--- config.mk ---
export PLATFORM = sky130hd
export DESIGN_NAME = m_mc_ctrl_flat
export DESIGN_NICKNAME = d
export VERILOG_FILES = /design/src/rtl/m_mc_ctrl_if.sv /design/src/rtl/m_mc_ctrl.sv /design/src/flat_wrapper.sv
export SDC_FILE = /design/constraint.sdc
export NUM_CORES = 1
export LEC_CHECK = 0
export ABC_AREA = 1
export CAP_MARGIN = 30
export CORE_ASPECT_RATIO = 0.6
export CORE_MARGIN = 4
export CORE_UTILIZATION = 51
export CTS_CLUSTER_DIAMETER = 80
export DETAILED_ROUTE_END_ITERATION = 8
export GPL_TIMING_DRIVEN = 0
export PLACE_DENSITY = 0.79
export SLEW_MARGIN = 25
export SYNTH_ARGS = -nofsm -noshare
export SYNTH_HDL_FRONTEND = slang
export SYNTH_SLANG_ARGS = --single-unit
--- constraint.sdc ---
create_clock -name w_clk -period 6.3 [get_ports w_clk]
set_input_delay 1.26 -clock w_clk [delete_from_list [all_inputs] [get_ports w_clk]]
set_output_delay 1.26 -clock w_clk [all_outputs]
set_load 0.005 [all_outputs]
--- src/rtl/m_mc_ctrl_if.sv ---
// Shared memory-port handshake between the multi-cycle sequencer and the memory.
// The sequencer is the master: it drives the request, write strobe and address select.
interface m_mc_ctrl_if;
    logic w_mem_req;
    logic w_mem_we;
    logic w_mem_sel;
    logic w_mem_ack;

    modport master (
        output w_mem_req,
        output w_mem_we,
        output w_mem_sel,
        input  w_mem_ack
    );

    modport slave (
        input  w_mem_req,
        input  w_mem_we,
        input  w_mem_sel,
        output w_mem_ack
    );
endinterface

--- src/rtl/m_mc_ctrl.sv ---
// Multi-cycle RV32 control sequencer: IF/ID/EX/MEM/WB walk with memory handshake,
// memory watchdog, halt on a write to x30, and cycle / retired-instruction counters.
module m_mc_ctrl #(
    parameter int unsigned TIMEOUT = 16
) (
    input  logic        w_clk,
    input  logic        w_rst,
    input  logic [6:0]  w_op,
    input  logic [2:0]  w_funct3,
    input  logic [4:0]  w_rd,
    input  logic        w_zero,
    m_mc_ctrl_if.master mem,
    output logic        w_ir_we,
    output logic        w_pc_we,
    output logic        w_pc_sel,
    output logic        w_rf_we,
    output logic        w_alu_src,
    output logic        w_wb_sel,
    output logic [2:0]  w_state,
    output logic        w_halt,
    output logic        w_err,
    output logic [31:0] r_cyc,
    output logic [31:0] r_instret
);
    localparam int unsigned WW = (TIMEOUT > 1) ? $clog2(TIMEOUT + 1) : 1;

    typedef enum logic [2:0] {
        S_IF   = 3'd0,
        S_ID   = 3'd1,
        S_EX   = 3'd2,
        S_MEM  = 3'd3,
        S_WB   = 3'd4,
        S_HALT = 3'd5,
        S_ERR  = 3'd6
    } state_t;

    state_t          state, state_nxt;
    logic [WW-1:0]   r_wait, wait_nxt;
    logic            mem_req, mem_we, mem_sel;
    logic            is_r, is_i, is_lw, is_sw, is_beq;
    logic            wd_expire;

    assign is_r   = (w_op == 7'b0110011);
    assign is_i   = (w_op == 7'b0010011);
    assign is_lw  = (w_op == 7'b0000011);
    assign is_sw  = (w_op == 7'b0100011);
    assign is_beq = (w_op == 7'b1100011) && (w_funct3 == 3'b000);

    assign wd_expire = (r_wait == WW'(TIMEOUT - 1));

    always_ff @(posedge w_clk or posedge w_rst) begin
        if (w_rst) begin
            state     <= S_IF;
            r_wait    <= '0;
            r_cyc     <= '0;
            r_instret <= '0;
        end else begin
            state  <= state_nxt;
            r_wait <= wait_nxt;
            if (state != S_HALT && state != S_ERR)
                r_cyc <= r_cyc + 32'd1;
            if (w_pc_we)
                r_instret <= r_instret + 32'd1;
        end
    end

    // Everything is forced low while reset is held, so an IF request or a late ack
    // can never leak out of the forced-IF state.
    always_comb begin
        state_nxt = state;
        wait_nxt  = '0;
        mem_req   = 1'b0;
        mem_we    = 1'b0;
        mem_sel   = 1'b0;
        w_ir_we   = 1'b0;
        w_pc_we   = 1'b0;
        w_pc_sel  = 1'b0;
        w_rf_we   = 1'b0;
        w_alu_src = 1'b0;
        w_wb_sel  = 1'b0;
        if (!w_rst) begin
            case (state)
                S_IF: begin
                    mem_req = 1'b1;
                    if (mem.w_mem_ack) begin
                        w_ir_we   = 1'b1;
                        state_nxt = S_ID;
                    end else if (wd_expire) begin
                        state_nxt = S_ERR;
                    end else begin
                        wait_nxt = r_wait + WW'(1);
                    end
                end
                S_ID: state_nxt = S_EX;
                S_EX: begin
                    if (is_r || is_i) begin
                        w_alu_src = is_i;
                        state_nxt = S_WB;
                    end else if (is_lw || is_sw) begin
                        w_alu_src = 1'b1;
                        state_nxt = S_MEM;
                    end else if (is_beq) begin
                        w_pc_we   = 1'b1;
                        w_pc_sel  = w_zero;
                        state_nxt = S_IF;
                    end else begin
                        state_nxt = S_ERR;
                    end
                end
                S_MEM: begin
                    mem_req   = 1'b1;
                    mem_sel   = 1'b1;
                    w_alu_src = 1'b1;
                    mem_we    = is_sw;
                    if (mem.w_mem_ack) begin
                        if (is_sw) begin
                            w_pc_we   = 1'b1;
                            state_nxt = S_IF;
                        end else begin
                            state_nxt = S_WB;
                        end
                    end else if (wd_expire) begin
                        state_nxt = S_ERR;
                    end else begin
                        wait_nxt = r_wait + WW'(1);
                    end
                end
                S_WB: begin
                    w_rf_we   = 1'b1;
                    w_wb_sel  = is_lw;
                    w_pc_we   = 1'b1;
                    state_nxt = (w_rd == 5'd30) ? S_HALT : S_IF;
                end
                S_HALT, S_ERR: state_nxt = state;
                default: state_nxt = S_ERR;
            endcase
        end
    end

    assign mem.w_mem_req = mem_req;
    assign mem.w_mem_we  = mem_we;
    assign mem.w_mem_sel = mem_sel;
    assign w_state       = state;
    assign w_halt        = (state == S_HALT);
    assign w_err         = (state == S_ERR);
endmodule

--- src/flat_wrapper.sv ---
// flat-port wrapper written by rule: the top's interface ports become plain ports
module m_mc_ctrl_flat 
#(
    parameter int unsigned TIMEOUT = 16
)
  (w_clk, w_rst, w_op, w_funct3, w_rd, w_zero, w_ir_we, w_pc_we, w_pc_sel, w_rf_we, w_alu_src, w_wb_sel, w_state, w_halt, w_err, r_cyc, r_instret, mem_w_mem_req, mem_w_mem_we, mem_w_mem_sel, mem_w_mem_ack);
  m_mc_ctrl_if mem_i ();
  input  logic w_clk;
  input  logic w_rst;
  input  logic [6:0] w_op;
  input  logic [2:0] w_funct3;
  input  logic [4:0] w_rd;
  input  logic w_zero;
  output logic w_ir_we;
  output logic w_pc_we;
  output logic w_pc_sel;
  output logic w_rf_we;
  output logic w_alu_src;
  output logic w_wb_sel;
  output logic [2:0] w_state;
  output logic w_halt;
  output logic w_err;
  output logic [31:0] r_cyc;
  output logic [31:0] r_instret;
  output wire logic [$bits(mem_i.w_mem_req)-1:0] mem_w_mem_req;
  output wire logic [$bits(mem_i.w_mem_we)-1:0] mem_w_mem_we;
  output wire logic [$bits(mem_i.w_mem_sel)-1:0] mem_w_mem_sel;
  input wire logic [$bits(mem_i.w_mem_ack)-1:0] mem_w_mem_ack;
  assign mem_w_mem_req = mem_i.w_mem_req;
  assign mem_w_mem_we = mem_i.w_mem_we;
  assign mem_w_mem_sel = mem_i.w_mem_sel;
  assign mem_i.w_mem_ack = mem_w_mem_ack;
  m_mc_ctrl #(.TIMEOUT(TIMEOUT)) u_core (.w_clk(w_clk), .w_rst(w_rst), .w_op(w_op), .w_funct3(w_funct3), .w_rd(w_rd), .w_zero(w_zero), .mem(mem_i), .w_ir_we(w_ir_we), .w_pc_we(w_pc_we), .w_pc_sel(w_pc_sel), .w_rf_we(w_rf_we), .w_alu_src(w_alu_src), .w_wb_sel(w_wb_sel), .w_state(w_state), .w_halt(w_halt), .w_err(w_err), .r_cyc(r_cyc), .r_instret(r_instret));
endmodule
==> results.ini, run 1 <==
[outcome]
status = finished, final reports clean

[setup_path]
crit_family = buffers and inverters
crit_buf_inv = 4
cp_slowest_stage_delay_ps = 630
critical_path_class = in -> out
crit_slowest_cell = clkdlybuf4s50_1
cp_max_fo = 32
arrival_ps = 3490
critPathLaunchType = input port
required_ps = 5040
crit_chain = clkdlybuf4s50_1 -> clkinv_1 -> clkbuf_4 -> o21a_1 -> clkdlybuf4s50_1
path_common_cell = clkdlybuf4s50_1
worst_setup_path_end_kind = output port

[floorplan]
core-area_mm2 = 0.009189
rows = 27
dieHeight_um = 83.27
initial_core_util = 0.5241
ios = 97
dieArea_mm2 = 0.01111
die_w_um = 133.5

[placed_design]
gp_congestion = 0.9768
port_buffers = 96
dp_hpwl_mm = 10.92

[timing]
slew_violations = 0
maxSlewHeadroom = 0.6805
worst_slew_pin_slew_ps = 479.3
skew_ps = 3.900
min_period_ps = 4746
finalCritPeriodShare = 0.7534
setup_viol = 0
tns_ps = 0
fmax_ghz = 0.2107
rsz0062_at_grt = no
hold_viol_final = 0

[global_routing]
overflow = 0
grt_pass1_wl_mm = 23.15
track_usage = 0.2548
grt_max_degree = 51
grt_pass1_vias = 4735
antenna_found_initial = 0

[clocking]
clkSinkCount = 72
root_buffer = clkbuf_16
cts_buffer_depth = 2
cts_buffers = 9
cts_tree = done
cts_hold_buf = 0
htree_levels = 3
cts_repair_resize_count = 0
clk_pin_slew_worst_paths_ps = 60
clkLatencyLatePin_ps = 330
postCtsSetupBuffers = 0

[synthesis]
synth-edff-count = 0
netlist_area_mm2 = 0.004816
ys_async_sr_fraction = 1.000
synth-seq-area-share = 0.3741
synth_seq_cells = 72
synth_cell_type_count = 32
avgSynthCellArea_um2 = 6.464
yosysWarnings = 0
synth_ff_type = dfrtp_1
synth.net_count = 767
syn_inst = 745

[hold_path]
holdCritPathClass = reg -> reg

[final_layout]
antenna_cells = 0
fin_util = 0.6837
final_common_cell = nand2_1
synthToLayoutAreaGrowth_pct = 30.45
fillers = 821
layout_common_cells = nand2_1, nor2_1, clkdlybuf4s50_1
drive_gt1_frac = 0.05018
num-nets-final = 875

[detailed_routing]
drt_iter0_drc = 450
drc = 0
wl_mm = 14.14
drtAntennaViolNets = 0
vias = 5147
via_per_inst = 5.215
drt-pass1-iter-count = 5
wl_per_cell_um = 14.32

[pwr]
p_leak_uw = 0.002873
power.switching_uw = 585.6
power.combinational.fraction = 0.327
swShare = 0.3508
vdd_drop_max_mv = 0.2882
finalPower_uw = 1670
power.internal_uw = 1084
powerDensity_mw_per_mm2 = 265.8
clkPwrFrac = 0.325
p_seq_frac = 0.348

[run]
drv_cap = 0

cells by family after synthesis:
logic type      count (synthesis)  synth area share
simple gates                  540            0.4708
buf+inv                        77           0.07093
flops                          72            0.3741
compound gates                 27           0.02910
xor+xnor                       26           0.04729
fa+ha+maj                       3          0.007795
sequential cells by signal (all words and copies together) (netlist names):
signal / cells
u_core.r_cyc: 32
u_core.r_instret: 32
u_core.r_wait: 5
u_core.w_state: 3
stage by stage:
stage               setup WS (ps)  hold slack [ps]  cells  instance area [µm²]
floorplan                    1009            432.7    745                 4816
global placement            -1247            446.3    971                 5939
detailed placement           1517            459.9    972                 5971
CTS                          1505            467.4    987                 6282
global route                 1371            479.5    987                 6282
finish                       1554            463.7    987                 6282
cell type report:
| cell class | count | area [µm²] | share of cell area |
|---|---|---|---|
| timing repair buffer | 97 | 988.4 | 0.1573 |
| buffer | 10 | 93.84 | 0.01494 |
| inverter | 67 | 251.5 | 0.04003 |
| multi-input combinational | 596 | 2673 | 0.4254 |
| clock inverter | 5 | 82.58 | 0.01314 |
| sequential | 72 | 1802 | 0.2868 |
| tap | 130 | 162.7 | 0.02589 |
| clock buffer | 10 | 229.0 | 0.03645 |
Yosys cell counts, types with 2 or more instances:
| cell type | count | area, µm² |
|---|---|---|
| nor3_1 | 7 | 35.03 |
| nand3_1 | 45 | 225.2 |
| inv_2 | 3 | 11.26 |
| nor2_2 | 4 | 25.02 |
| nor2_4 | 2 | 22.52 |
| a21oi_1 | 5 | 25.02 |
| xor2_1 | 13 | 113.9 |
| xnor2_1 | 13 | 113.9 |
| dfrtp_1 | 72 | 1802 |
| o21ai_1 | 5 | 25.02 |
| ha_1 | 3 | 37.54 |
| buf_2 | 2 | 10.01 |
| nor3b_1 | 2 | 15.01 |
| nand2_2 | 4 | 25.02 |
| nand3b_1 | 19 | 142.6 |
| clkbuf_1 | 2 | 7.510 |
| and3_1 | 2 | 12.51 |
| buf_6 | 4 | 45.04 |
| nor2_1 | 117 | 439.2 |
| nand3_2 | 3 | 30.03 |
| nand4_1 | 3 | 18.77 |
| inv_1 | 63 | 236.5 |
| nand2_1 | 329 | 1235 |
| o21ai_0 | 15 | 75.07 |
final timing paths:
| kind | startpoint | end | slack, ps | cells past startpoint |
|---|---|---|---|---|
| min in group asynchronous | w_rst | u_core.r_instret[26] | 1870 | 3 |
| max in group asynchronous | w_rst | u_core.r_instret[16] | 3830 | 4 |
| worst max register to register | u_core.r_instret[0] | u_core.r_instret[26] | 4360 | 10 |
| worst min register to register | u_core.r_wait[0] | u_core.r_wait[0] | 460 | 1 |
| worst max-delay path | w_rst | w_alu_src | 1550 | 5 |
| worst min-delay path | u_core.r_wait[0] | u_core.r_wait[0] | 460 | 1 |
routing by layer:
| metal | vias up | part of all wire | GRT usage |
|---|---|---|---|
| met3 | 18 | 0.12 | 0.08596 |
| met2 | 257 | 0.41 | 0.3587 |
| li1 | 2524 | - | - |
| met1 | 2348 | 0.47 | 0.3775 |
| met5 | - | 0 | 0 |
| met4 | 0 | 0.0086 | 0.05696 |
power by group through the flow:
stage | clock network (µW) | registers, µW | logic (µW)
2_1_floorplan | 0 | 578 | 310
3_3_place_gp | 0 | 585 | 527
3_5_place_dp | 0 | 587 | 540
4_1_cts | 547 | 579 | 542
5_1_grt | 574 | 591 | 602
6_report | 543 | 580 | 546
Power figures use the tool's default switching activity.
==> run 2, diff against run 1 <==
Settings changed: CORE_UTILIZATION 51 to 47, PLACE_DENSITY 0.79 to 0.77.
Clock period 6.3 ns to 3.86 ns, I/O delays scaled along.
==> results.ini, run 2 (synthesis results as in run 1) <==
[outcome]
status = finished, final reports clean  ; unchanged

[floorplan]
die_w_um = 138.7  ; was 133.5 µm
core-area_mm2 = 0.009915  ; was 0.009189 mm²
dieHeight_um = 86.41  ; was 83.27 µm
ios = 97  ; unchanged
rows = 28  ; was 27
initial_core_util = 0.4857  ; was 0.5241
dieArea_mm2 = 0.01198  ; was 0.01111 mm²

[pwr]
p_leak_uw = 0.002857  ; was 0.002873 µW
clkPwrFrac = 0.302  ; was 0.325
power.switching_uw = 986.4  ; was 585.6 µW
swShare = 0.3729  ; was 0.3508
power.combinational.fraction = 0.338  ; was 0.327
vdd_drop_max_mv = 0.3602  ; was 0.2882 mV
powerDensity_mw_per_mm2 = 424.0  ; was 265.8 mW/mm²
p_seq_frac = 0.361  ; was 0.348
finalPower_uw = 2645  ; was 1670 µW
power.internal_uw = 1659  ; was 1084 µW

[setup_path]
critPathLaunchType = input port  ; unchanged
worst_setup_path_end_kind = output port  ; unchanged
endpoint = w_alu_src  ; unchanged
r2r_end = u_core.r_instret[26]  ; unchanged
crit_chain = clkdlybuf4s50_1 -> clkinv_1 -> buf_8 -> o21a_1 -> clkdlybuf4s50_1  ; was clkdlybuf4s50_1 -> clkinv_1 -> clkbuf_4 -> o21a_1 -> clkdlybuf4s50_1
cp_max_fo = 81  ; was 32
reg2reg_depth = 10  ; unchanged
r2r-start = u_core.r_instret[0]  ; unchanged
ff2ff_setup_slack_ps = 1940  ; was 4360 ps
cp-startpoint = w_rst  ; unchanged
path_common_cell = clkdlybuf4s50_1  ; unchanged
critical_path_class = in -> out  ; unchanged
crit_slowest_cell = clkdlybuf4s50_1  ; unchanged
cp_slowest_stage_delay_ps = 530  ; was 630 ps
arrival_ps = 2850  ; was 3490 ps
required_ps = 3090  ; was 5040 ps

[final_layout]
num-nets-final = 874  ; was 875
instances_no_fill = 992  ; was 987
reg_top3 = u_core.r_cyc: 32 flops, u_core.r_instret: 32 flops, u_core.r_wait: 5 flops  ; unchanged
antenna_cells = 0  ; unchanged
synthToLayoutAreaGrowth_pct = 29.54  ; was 30.45%
drive_gt1_frac = 0.05134  ; was 0.05018
fillers = 908  ; was 821
layout_common_cells = nand2_1, nor2_1, clkdlybuf4s50_1  ; unchanged
multi_input_area_mm2 = 0.002673  ; unchanged
final_common_cell = nand2_1  ; unchanged
regArea_mm2 = 0.001802  ; unchanged

[placed_design]
port_buffers = 96  ; unchanged
dp_hpwl_mm = 11.04  ; was 10.92 mm
gp_congestion = 0.9266  ; was 0.9768
place_ws_ps = 102.0  ; was 1517 ps
dpl.cell_count = 976  ; was 972

[detailed_routing]
wl_mm = 14.38  ; was 14.14 mm
drtAntennaViolNets = 0  ; unchanged
drt_iter0_drc = 501  ; was 450
via_per_inst = 5.230  ; was 5.215
vias = 5188  ; was 5147
wl_per_cell_um = 14.50  ; was 14.32 µm
drc = 0  ; unchanged
drt-pass1-iter-count = 5  ; unchanged

[clocking]
cts_buffer_depth = 2  ; unchanged
cts_repair_resize_count = 0  ; unchanged
clk_pin_slew_worst_paths_ps = 60  ; about the same
cts_buffers = 9  ; unchanged
cts_hold_buf = 0  ; unchanged
root_buffer = clkbuf_16  ; unchanged
postCtsSetupBuffers = 0  ; unchanged
htree_levels = 3  ; unchanged
clkLatencyLatePin_ps = 340  ; was 330 ps
clkSinkCount = 72  ; unchanged
cts_tree = done  ; unchanged

[global_routing]
grt_pass1_wl_mm = 23.42  ; was 23.15 mm
antenna_found_initial = 0  ; unchanged
overflow = 0  ; unchanged
grt_max_degree = 82  ; was 51
grt_pass1_vias = 4713  ; was 4735
track_usage = 0.2427  ; was 0.2548

[hold_path]
holdCritPathClass = reg -> reg  ; unchanged
whs_path_depth = 1  ; unchanged

[timing]
fmax_ghz = 0.2763
rsz0062_at_grt = no  ; unchanged
slew_violations = 0  ; unchanged
setup_viol = 0  ; unchanged
hold_viol_final = 0  ; unchanged
timing.hold.ws_ps = 464.7  ; was 463.7 ps
finalCritPeriodShare = 0.9376
min_period_ps = 3619
layout_setup_ws_ps = 240.7  ; was 1554 ps
maxSlewHeadroom = 0.6095  ; was 0.6805
skew_ps = 5.042  ; was 3.900 ps
worst_slew_pin_slew_ps = 585.8  ; was 479.3 ps

[run]
drv_cap = 0  ; unchanged

-- run 2: area by class of cell --
| cell class | count | area share |
|---|---|---|
| Inverter | 67 | 0.04031 |
| Timing Repair Buffer | 96 | 0.1540 |
| Buffer | 10 | 0.01625 |
| Tap cell | 135 | 0.02708 |
| Clock inverter | 6 | 0.006819 |
| Clock buffer | 10 | 0.03831 |
| Sequential cell | 72 | 0.2888 |
| Multi-Input combinational cell | 596 | 0.4284 |
-- run 2: worst min-delay path by stage --
| stage | from | slack [ps] | endpoint |
|---|---|---|---|
| 2_1_floorplan | u_core.r_wait[0] | 430 | u_core.r_wait[0] |
| 6_report | u_core.r_wait[0] | 460 | u_core.r_wait[0] |
| 4_1_cts | u_core.r_wait[0] | 460 | u_core.r_wait[0] |
| 3_5_place_dp | u_core.r_wait[0] | 460 | u_core.r_wait[0] |
| 3_3_place_gp | u_core.r_wait[0] | 440 | u_core.r_wait[0] |
| 5_1_grt | u_core.r_wait[0] | 500 | u_core.r_wait[0] |
-- run 2: stage by stage --
| step | area [µm²] | utilization | TNS [ps] |
|---|---|---|---|
| after floorplan | 4817 | - | 0 |
| after global placement | 5947 | 0.5998 | -828.2 |
| after detailed placement | 5956 | 0.6007 | 0 |
| after CTS | 6237 | 0.6291 | 0 |
| after global routing | 6238 | 0.6292 | 0 |
| final | 6238 | 0.6292 | 0 |
-- run 2: power by group through the flow --
stage / registers (µW) / logic (µW) / clock network, µW
floorplan: 943 / 507 / 0
global placement: 958 / 856 / 0
detailed placement: 964 / 880 / 0
CTS: 951 / 891 / 808
global route: 968 / 976 / 850
finish: 954 / 893 / 798
-- run 2: worst max-delay path, delay by kind of cell --
family	cells	cell delay (ps)
AOI/OAI and AO/OA	1	230
buffers and inverters	4	1820
-- run 2: layer usage --
layer,wire (µm),track usage,up-vias
li1,-,-,2524
met1,7061,0.3720,2427
met2,5728,0.3442,225
met3,1474,0.06284,12
met4,115,0.05240,0
met5,0,0,-
==> run 3, diff against run 2 <==
Settings changed: SETUP_SLACK_MARGIN from default to 0.3.
==> results.ini, run 3 (synthesis results as in run 1) <==
[setup_path]
cp_slowest_stage_delay_ps = 620  ; was 530 ps
worst_setup_path_end_kind = output port  ; unchanged
critical_path_class = in -> out  ; unchanged
ff2ff_setup_slack_ps = 1950  ; was 1940 ps
crit_chain = clkdlybuf4s50_1 -> clkinv_2 -> clkbuf_16 -> o21a_1 -> clkdlybuf4s50_1  ; was clkdlybuf4s50_1 -> clkinv_1 -> buf_8 -> o21a_1 -> clkdlybuf4s50_1
crit_family = buffers and inverters  ; unchanged
cp_max_fo = 41  ; was 81
path_common_cell = clkdlybuf4s50_1  ; unchanged
r2r-start = u_core.r_cyc[0]  ; was u_core.r_instret[0]
reg2reg_depth = 10  ; unchanged
crit_slowest_cell = clkdlybuf4s50_1  ; unchanged
critPathLaunchType = input port  ; unchanged
arrival_ps = 2580  ; was 2850 ps
r2r_end = u_core.r_cyc[20]  ; was u_core.r_instret[26]
crit_buf_inv = 4  ; unchanged
required_ps = 3090  ; about the same

[final_layout]
regArea_mm2 = 0.001802  ; unchanged
layout_common_cells = nand2_1, nor2_1, clkdlybuf4s50_1  ; unchanged
reg_top3 = u_core.r_cyc: 32 flops, u_core.r_instret: 32 flops, u_core.r_wait: 5 flops  ; unchanged
synthToLayoutAreaGrowth_pct = 30.68  ; was 29.54%
drive_gt1_frac = 0.05923  ; was 0.05134
final_common_cell = nand2_1  ; unchanged
instances_no_fill = 996  ; was 992
antenna_cells = 0  ; unchanged
multi_input_area_mm2 = 0.002675  ; was 0.002673 mm²
fin_util = 0.6348  ; was 0.6292
num-nets-final = 878  ; was 874
fillers = 898  ; was 908

[timing]
slew_violations = 0  ; unchanged
maxSlewHeadroom = 0.7083  ; was 0.6095
min_period_ps = 3352  ; was 3619 ps
setup_viol = 0  ; unchanged
hold_viol_final = 0  ; unchanged
rsz0062_at_grt = no  ; unchanged
skew_ps = 5.756  ; was 5.042 ps
fmax_ghz = 0.2984  ; was 0.2763 GHz
layout_setup_ws_ps = 508.3  ; was 240.7 ps
worst_slew_pin_slew_ps = 435.9  ; was 585.8 ps
finalCritPeriodShare = 0.8683  ; was 0.9376

[clocking]
root_buffer = clkbuf_16  ; unchanged
cts_buffers = 9  ; unchanged
clkLatencyLatePin_ps = 340  ; about the same
cts_buffer_depth = 2  ; unchanged
htree_levels = 3  ; unchanged
cts_tree = done  ; unchanged
clkSinkCount = 72  ; unchanged
clk_pin_slew_worst_paths_ps = 60  ; about the same
cts_hold_buf = 0  ; unchanged

[pwr]
powerDensity_mw_per_mm2 = 423.1  ; was 424.0 mW/mm²
swShare = 0.3719  ; was 0.3729
power.switching_uw = 990.4  ; was 986.4 µW
power.internal_uw = 1673  ; was 1659 µW
p_seq_frac = 0.359  ; was 0.361
vdd_drop_max_mv = 0.3584  ; was 0.3602 mV
p_leak_uw = 0.002919  ; was 0.002857 µW
power.combinational.fraction = 0.341  ; was 0.338
clkPwrFrac = 0.300  ; was 0.302

[hold_path]
whs_path_depth = 1  ; unchanged
holdCritStartpoint = u_core.r_wait[0]  ; unchanged
hold_end = u_core.r_wait[0]  ; unchanged
holdCritPathClass = reg -> reg  ; unchanged

[floorplan]
dieArea_mm2 = 0.01198  ; unchanged
ios = 97  ; unchanged
die_w_um = 138.7  ; unchanged
initial_core_util = 0.4857  ; unchanged
rows = 28  ; unchanged
core-area_mm2 = 0.009915  ; unchanged
dieHeight_um = 86.41  ; unchanged

[detailed_routing]
via_per_inst = 5.271  ; was 5.230
wl_per_cell_um = 14.68  ; was 14.50 µm
drc = 0  ; unchanged
drt_iter0_drc = 642  ; was 501
drtAntennaViolNets = 0  ; unchanged
drt-pass1-iter-count = 5  ; unchanged
vias = 5250  ; was 5188
wl_mm = 14.63  ; was 14.38 mm

[outcome]
status = finished, final reports clean  ; unchanged

[placed_design]
dpl.cell_count = 976  ; unchanged
place_ws_ps = 102.0  ; unchanged
port_buffers = 96  ; unchanged
dp_hpwl_mm = 11.04  ; unchanged
gp_congestion = 0.9266  ; unchanged

[global_routing]
grt_pass1_vias = 4712  ; was 4713
overflow = 0  ; unchanged
grt_max_degree = 82  ; unchanged
grt_pass1_wl_mm = 23.43  ; was 23.42 mm
antenna_found_initial = 0  ; unchanged
track_usage = 0.2430  ; was 0.2427

[run]
drv_cap = 0  ; unchanged

[run 3: how the worst max path moves through the flow]
stage	slack, ps	to	from	cells after the start
floorplan	780	w_alu_src	w_rst	3
global placement	-830	w_alu_src	w_rst	5
detailed placement	100	w_alu_src	w_rst	5
CTS	380	w_pc_we	w_op[6]	9
global route	390	w_alu_src	w_rst	5
finish	510	w_alu_src	w_rst	5
[run 3: area by class of cell]
cell class	count	area share
inverter	67	0.04016
clock buffer	10	0.03797
timing repair buffer	100	0.1592
multi-input combinational	596	0.4251
buffer	10	0.01769
tap	135	0.02684
clock inverter	6	0.006759
sequential	72	0.2863
[run 3: metrics by stage]
step	TNS, ps	total power, µW	hold WS (ps)	area [µm²]
finish	0	2663	472.6	6294
global route	0	2813	496.2	6294
CTS	0	2652	463.4	6250
detailed placement	0	1844	455.4	5956
global placement	-828.2	1815	443.3	5947
floorplan	0	1450	432.7	4817
[run 3: timing repair]
action,CTS,global route
pin swaps,0,2
cloned,0,1
setup endpoints to repair,1,2
setup buffers,0,3
gates resized for setup,2,5
hold endpoints to repair,0,0
[run 3: per-layer routing]
layer | routed length [µm] | GRT usage
met1 | 7081 | 0.3720
met5 | 0 | 0
met2 | 5864 | 0.3451
met4 | 159 | 0.05240
met3 | 1520 | 0.06284
[run 3: power groups by stage]
stage / sequential, µW / clock (µW) / combinational [µW]
final: 956 / 799 / 908
after global routing: 968 / 850 / 996
after CTS: 951 / 808 / 893
after detailed placement: 964 / 0 / 880
after global placement: 958 / 0 / 856
after floorplan: 943 / 0 / 507
